<file path="config.mk">
export PLATFORM = sky130hd
export DESIGN_NAME = alu_arbiter
export DESIGN_NICKNAME = d
export VERILOG_FILES = /design/src/rtl/alu_arbiter.sv
export SDC_FILE = /design/constraint.sdc
export NUM_CORES = 1
export LEC_CHECK = 0
export BUFFER_PORTS_ARGS = -buffer_cell sky130_fd_sc_hd__buf_2
export CAP_MARGIN = 5
export CORE_MARGIN = 2
export CORE_UTILIZATION = 40
export DETAILED_ROUTE_END_ITERATION = 7
export GPL_ROUTABILITY_DRIVEN = 0
export PLACE_DENSITY = 0.61
export SLEW_MARGIN = 25
export SYNTH_ARGS = -nofsm -noshare
export SYNTH_HDL_FRONTEND = slang
export SYNTH_SLANG_ARGS = --single-unit
</file>
<file path="constraint.sdc">
create_clock -name clk -period 6.8 [get_ports clk]
set_input_delay 0.68 -clock clk [delete_from_list [all_inputs] [get_ports clk]]
set_output_delay 0.68 -clock clk [all_outputs]
set_load 0.05 [all_outputs]
</file>
<file path="src/rtl/alu_arbiter.sv">
// Two-requester round-robin front end sharing one ALU, with a single-entry
// result register drained through a valid/ready handshake.

module arithmetic_unit #(
    parameter int WIDTH = 32
) (
    input  logic [WIDTH-1:0] i_term0,
    input  logic [WIDTH-1:0] i_term1,
    input  logic [1:0]       i_sel,
    output logic [WIDTH-1:0] o_result
);

    // Modulo-2^WIDTH arithmetic: carry and borrow fall off the top.
    always_comb begin
        o_result = '0;
        case (i_sel)
            2'd0:    o_result = i_term0 + i_term1;
            2'd1:    o_result = i_term0 - i_term1;
            2'd2:    o_result = i_term0 & i_term1;
            2'd3:    o_result = i_term0 | i_term1;
            default: o_result = '0;
        endcase
    end

endmodule

module alu_arbiter #(
    parameter int WIDTH = 32
) (
    input  logic             clk,
    input  logic             reset,
    input  logic             a_valid,
    output logic             a_ready,
    input  logic [WIDTH-1:0] a_term0,
    input  logic [WIDTH-1:0] a_term1,
    input  logic [1:0]       a_sel,
    input  logic             b_valid,
    output logic             b_ready,
    input  logic [WIDTH-1:0] b_term0,
    input  logic [WIDTH-1:0] b_term1,
    input  logic [1:0]       b_sel,
    output logic             res_valid,
    input  logic             res_ready,
    output logic [WIDTH-1:0] res_data,
    output logic             res_id
);

    typedef enum logic {
        ST_IDLE = 1'b0,
        ST_RESP = 1'b1
    } state_t;

    state_t           r_state;
    state_t           w_state_nxt;
    logic             r_prio_b;
    logic [WIDTH-1:0] r_res_data;
    logic             r_res_id;

    logic             w_accept_en;
    logic             w_gnt_a;
    logic             w_gnt_b;
    logic             w_accept;
    logic [WIDTH-1:0] w_op_term0;
    logic [WIDTH-1:0] w_op_term1;
    logic [1:0]       w_op_sel;
    logic [WIDTH-1:0] w_alu_result;

    always_ff @(posedge clk or posedge reset) begin
        if (reset) begin
            r_state <= ST_IDLE;
        end else begin
            r_state <= w_state_nxt;
        end
    end

    // The result slot can take a new op when empty, or when its current
    // occupant leaves this same cycle. Grants are masked while reset is high.
    always_comb begin
        w_state_nxt = r_state;
        w_accept_en = 1'b0;
        w_gnt_a     = 1'b0;
        w_gnt_b     = 1'b0;

        w_accept_en = (r_state == ST_IDLE) || ((r_state == ST_RESP) && res_ready);

        if (w_accept_en && !reset) begin
            if (a_valid && b_valid) begin
                w_gnt_a = !r_prio_b;
                w_gnt_b = r_prio_b;
            end else begin
                w_gnt_a = a_valid;
                w_gnt_b = b_valid;
            end
        end

        case (r_state)
            ST_IDLE: begin
                if (w_gnt_a || w_gnt_b) begin
                    w_state_nxt = ST_RESP;
                end
            end
            ST_RESP: begin
                if (res_ready && !(w_gnt_a || w_gnt_b)) begin
                    w_state_nxt = ST_IDLE;
                end
            end
            default: w_state_nxt = ST_IDLE;
        endcase
    end

    assign w_accept = w_gnt_a || w_gnt_b;
    assign a_ready  = w_gnt_a;
    assign b_ready  = w_gnt_b;

    assign w_op_term0 = w_gnt_b ? b_term0 : a_term0;
    assign w_op_term1 = w_gnt_b ? b_term1 : a_term1;
    assign w_op_sel   = w_gnt_b ? b_sel   : a_sel;

    arithmetic_unit #(
        .WIDTH (WIDTH)
    ) u_alu (
        .i_term0  (w_op_term0),
        .i_term1  (w_op_term1),
        .i_sel    (w_op_sel),
        .o_result (w_alu_result)
    );

    // Pointer names who wins the next tie; it only moves on a real transfer.
    always_ff @(posedge clk or posedge reset) begin
        if (reset) begin
            r_prio_b <= 1'b0;
        end else if (w_gnt_a) begin
            r_prio_b <= 1'b1;
        end else if (w_gnt_b) begin
            r_prio_b <= 1'b0;
        end
    end

    always_ff @(posedge clk or posedge reset) begin
        if (reset) begin
            r_res_data <= '0;
            r_res_id   <= 1'b0;
        end else if (w_accept) begin
            r_res_data <= w_alu_result;
            r_res_id   <= w_gnt_b;
        end
    end

    assign res_valid = (r_state == ST_RESP);
    assign res_data  = r_res_data;
    assign res_id    = r_res_id;

endmodule

</file>
### Word-level counts from Yosys, hierarchy flattened

Cells that the tools add are included.

* bits in registers: 35
* latch bits: 0
* bits in writable memories: 0
* memory bits (read-only): 0
* input bits: 137
* output and inout bits: 36
* word-level logic and storage cells: 36
* memories kept: 0

* add/sub/neg operators: 2
* $mul: 0
* divide/modulo/power cells: 0
* magnitude comparators: 0
* equality and inequality tests: 3
* shift-type cells: 0
* muxes and demuxes: 13
* bitwise logic cells: 3
* reduce and logical (&&, ||, !) cells: 11

Operators by type and width (number)
* $pmux 32 s4: 1
* $mux 32: 2
* $add 32x32->32: 1
* $and 32x32->32: 1
* $or 32x32->32: 1
* $sub 32x32->32: 1
* $mux 1: 8
* $eq 2x2->1 const B: 2
* $logic_and 1x1->1: 4
* $logic_not 1->1: 3
* $eq 2x1->1 const B: 1
* $logic_not 2->1: 1
* $logic_or 1x1->1: 2
* $mux 2: 1
* $pmux 1 s2: 1
* $reduce_bool 2->1: 1
* $not 1->1: 1

### Longest topological paths before layout

* word-level depth: 9
* depth in mapped cells: 23
* depth with buffers taken out: 19

### Modules after synthesis

A second synthesis with hierarchy kept.

* cells, all modules: 572
* area, all modules: 5038.6 um2

By module, submodules not included
* arithmetic_unit: instances 1, cells each 416, area an instance 2894.0 um2, seq. area each 0.0 um2
* alu_arbiter: instances 1, cells each 156, area an instance 2144.6 um2, seq. area each 875.8 um2

### Worst setup path before layout

No wires, ideal clock.

* path kind: input to register
* from: in reset
* to: reg r_res_data[31], in the netlist res_data[31]
* setup time: 0.128 ns
* arrival: 5.576 ns
* data required time: 6.672 ns
* setup slack: 1.096 ns
* stages: 22
* buffers on the path: 5
* cell sequence: inv_1 nand4_2 buf_4 buf_8 buf_6 clkbuf_1 mux2i_1 ha_1 o2111ai_4 or2_4 o21ai_0 xnor2_1 ha_1 clkbuf_1 and3_1 nand2_1 o31ai_1 a2111o_1 o221ai_1 o21ai_0 mux2i_1 nand3_1

* cells in the longest elaborated chain, start to end: 6
* elaborated cells on any way between the ends: 17
* classes of those cells: 2 x add/sub; 3 x eq/ne; 6 x mux; 2 x bitwise; 4 x reduce/logical

RTL lines
* start: declaration: RTL line 31 `input logic reset,`
* $logic_not 1->1 (no line) *
* $logic_and 1x1->1 *: RTL line 86 `if (w_accept_en && !reset) begin`
* $mux 1: RTL line 86
* $mux 32 (tied with other cells): RTL line 115 `assign w_op_term0 = w_gnt_b ? b_term0 : a_term0;`
* $sub 32x32->32 (tied with other cells): RTL line 18 `2'd1: o_result = i_term0 - i_term1;`
* $pmux 32 s4: RTL line 16 `case (i_sel)`
* end signal: assignment: RTL line 144 `r_res_data <= w_alu_result;`
* end: declaration: RTL line 56 `logic [WIDTH-1:0] r_res_data;`

Mark *: on every way between the ends. The rest lies on a longest branch, timed or not.
A chain may end at the register's enable or synchronous reset.

### Final worst setup path

* from: in a_valid
* to: reg r_res_data[31], in the netlist res_data[31]

* cells in the longest elaborated chain, start to end: 6
* elaborated cells on any way between the ends: 18
* classes of those cells: 2 x add/sub; 3 x eq/ne; 8 x mux; 2 x bitwise; 3 x reduce/logical

RTL lines
* start: declaration: RTL line 32 `input logic a_valid,`
* $logic_and 1x1->1: RTL line 87 `if (a_valid && b_valid) begin`
* $mux 1: RTL line 87
* $mux 1: RTL line 86
* $mux 32 (tied with other cells): RTL line 115
* $sub 32x32->32 (tied with other cells): RTL line 18
* $pmux 32 s4: RTL line 16

Several ways; a longest one is shown, not always the timed one.

==> qor.csv <==
stage,metric,value,unit
status,status,completed,
run,Max Cap Viol,0,
synth,Mapped Area,0.00559,mm2
floorplanning,die area,0.0149,mm2
timing,post-route clock period utilization,76.5,%
timing,RSZ-0062 raised after global routing,false,
power,PD cells,234,mW/mm2
cells_and_area,final net count,1126,
clocking,Root Driver,clkbuf_16,
drt,final antenna-violating net count,0,
synth,post-synth top area share,15.7,%
setup_path,crit path DAT,5.35,ns
power,combinational power share,66.5,%
power,Clock Power Share,14.1,%
drt,DR iter-0 viols,394,
placed_design,port bufs,172,
clocking,worst skew pair latency,0.27,ns
timing,worst clock skew,0.00208,ns
clocking,Post-CTS Hold Buffers,0,
clocking,CTS tree,done,
floorplanning,# rows,43,
cells_and_area,Area Growth Syn to Fin,20.1,%
cells_and_area,diode count,0,
power,Switch Pwr,0.000807,W
power,maximum VDD drop,95.6,uV
hold_path,hold depth,2,
floorplanning,Die H,122,um
clocking,clock sink count,35,
timing,crit path time final,5.20,ns
setup_path,Setup crit end kind,register,
setup_path,Worst R2R End,res_data[31],
synth,Synth area leaders,"dfrtp_1, nand2_1, mux2i_1",
timing,Fin Hold WS,0.467,ns
synth,ys async rst share,100,%
setup_path,worst-path cell with the longest stage delay,inv_4,
global_route,largest net degree at the start of global routing,59,
hold_path,worst hold path type,reg -> reg,
clocking,deepest clock path buffer count,2,
clocking,"Clk pin slew, worst setup/hold paths",0.05,ns
clocking,cts bufs inserted,5,
power,Pleak,3.35,nW
floorplanning,IO Count,173,
synth,Syn. warnings,0,
setup_path,crit-path max cell delay,0.74,ns
synth,sequential share of the synthesized area,15.7,%
synth,synthesized area per cell,6.92,um2
synth,"area leader, netlist",dfrtp_1,
global_route,vias in the first global route,5585,
power,Internal,0.000760,W
clocking,# resized after CTS,0,
setup_path,worst endpoint required time,6.95,ns
floorplanning,Initial Utilization,40.6,%
setup_path,FF-to-FF path depth,17,
timing,fmax,0.192,GHz
timing,Final Hold Fails,0,
drt,Via-to-Cell Ratio,5.39,
global_route,antenna violations before repair,0,
drt,total number of vias,6112,
synth,ys flop type,dfrtp_1,
placed_design,DP Wirelength,14400,um
floorplanning,core region area,0.0138,mm2
hold_path,Hold Path Sink,res_data[7],
timing,final setup vio count,0,
drt,Post-route DRC,0,
timing,max-slew violations,0,
clocking,H-tree depth,2,
setup_path,r2r setup slk,1.71,ns
hold_path,Min-Delay Startpoint,res_data[7],
global_route,grt ovf,0,
synth,"FF+latch count, synth",35,
synth,Syn Nets,979,
synth,Post-synth EDFFs,0,
power,switching part of the total,51.5,%
setup_path,RR Startpoint,r_prio_b,
timing,slew margin rel.,31.6,%
setup_path,Worst path most repeated cell,o21ai_0,
drt,DR pass1 iterations,5,
cells_and_area,fraction of layout cells with a size suffix above 1,22.7,%
synth,Netlist cell types,76,
floorplanning,Die X,122,um
timing,Tightest Pin Transition,1.02,ns
setup_path,Crit Path Max Fanout,54,
setup_path,Startpoint Class,primary input,
timing,setup tns final,0,ns
drt,WL per Instance,15.5,um
global_route,Total GRT Usage,23.9,%
drt,WL final,17600,um
power,Sequential Power Share,19.4,%
synth,cell count after synthesis,807,
clocking,Post-CTS Setup Bufs,0,
setup_path,crit path kind,in -> reg,
setup_path,CP cell instances,buf_2 > nand2b_1 > nand4_4 > inv_4 > mux2_2 > o2111ai_4 > or2_4 > o21ai_0 > xnor2_1 > ha_1 > and3_1 > nand2_1 > o31ai_1 > a2111o_1 > o221ai_1 > o21ai_0 > mux2i_1 > nand3_1,
global_route,first-pass GRT wire length,28600,um
[synth_stat cells, types with 11 or more instances]
library cell	count
xnor2_1	38
inv_1	18
dfrtp_1	35
nor2_1	68
a21oi_1	70
clkbuf_1	29
nand3_1	13
nand2_1	175
mux2i_1	43
xor2_1	20
o21ai_0	70
ha_1	34
a21o_1	11
nor3_1	26
[metal layers]
layer  global-route usage (%)  wire [um]
met1                     39.4       9370
met4                     4.74        188
met2                     33.3       6840
met5                        0          0
met3                     1.78       1200
[placed cells by master (no fill, tap or decap), types with 3 or more instances in the layout]
master and count:
a31oi_1 10, xor2_1 20, ha_1 34, nand2_1 175, o21bai_1 9, clkbuf_16 5
o21ai_1 4, and3_1 4, inv_1 18, nand2b_1 10, o21ai_0 69, buf_2 172
xnor2_1 38, dfrtp_1 35, or3_1 6, nor3_1 26, o31ai_1 3, and2_1 3
a21o_1 11, nand3_1 13, mux2i_1 41, nand4_1 7, nor2b_1 3, o21a_1 4
maj3_1 7, nor4_1 9, a21oi_1 70, nor2_1 68, o211ai_1 4, a211o_1 4
a211oi_1 4, buf_4 8
[area by class of cell]
| type | instances | area [um2] |
|---|---|---|
| Clock buffer | 6 | 139 |
| Fill cell | 1501 | 7060 |
| Tap cell | 180 | 225 |
| Multi-Input combinational cell | 711 | 4460 |
| Timing Repair Buffer | 180 | 921 |
| Sequential cell | 35 | 876 |
| Clock inverter | 1 | 5.00 |
| Inverter | 21 | 81.3 |
[logic make-up (layout without fill, tap and decap cells)]
| group | Yosys count | after routing | share of synthesized area (%) |
|---|---|---|---|
| compound gates | 223 | 223 | 24.8 |
| xor+xnor | 58 | 58 | 9.10 |
| fa+ha+maj | 42 | 42 | 9.23 |
| buf+inv | 61 | 208 | 5.09 |
| flops | 35 | 35 | 15.7 |
| mux | 46 | 46 | 8.38 |
| simple gates | 342 | 342 | 27.7 |
[registers in the layout, summed over array words and instances (netlist names)]
register / flops
res_id: 1
res_valid: 1
r_prio_b: 1
res_data: 32
[critical path: cells and delay by family]
family / cells / cell delay (ns)
simple gates: 6 / 1.42
buf+inv: 2 / 0.88
fa+ha+maj: 1 / 0.45
xor+xnor: 1 / 0.10
compound gates: 6 / 1.25
mux: 2 / 0.53
[through the flow]
step,util [%],instances,setup WS (ns),power [W],instance area (um2)
floorplan,-,807,1.10,0.00108,5590
global placement,47.7,1127,1.44,0.00134,6570
detailed placement,47.7,1127,1.37,0.00134,6570
CTS,48.7,1134,1.66,0.00157,6710
global route,48.7,1134,1.18,0.00169,6710
finish,48.7,1134,1.60,0.00157,6710
[worst max path at each step]
stage	depth (start not counted)	slack, ns	start	end
floorplan	22	1.10	reset	res_data[31]
global placement	18	1.44	a_valid	res_data[31]
detailed placement	18	1.37	a_valid	res_data[31]
CTS	18	1.66	a_valid	res_data[31]
global route	18	1.18	res_ready	res_data[31]
finish	18	1.60	a_valid	res_data[31]
[power by group through the flow]
| stage | registers [W] | clock network (W) | logic (W) |
|---|---|---|---|
| 3_3_place_gp | 0.000306 | 0 | 0.00103 |
| 2_1_floorplan | 0.000521 | 0 | 0.000556 |
| 6_report | 0.000303 | 0.000221 | 0.00104 |
| 3_5_place_dp | 0.000309 | 0 | 0.00103 |
| 5_1_grt | 0.000314 | 0.000233 | 0.00114 |
| 4_1_cts | 0.000305 | 0.000227 | 0.00103 |
Note: power is estimated with default switching activity, not from simulation.
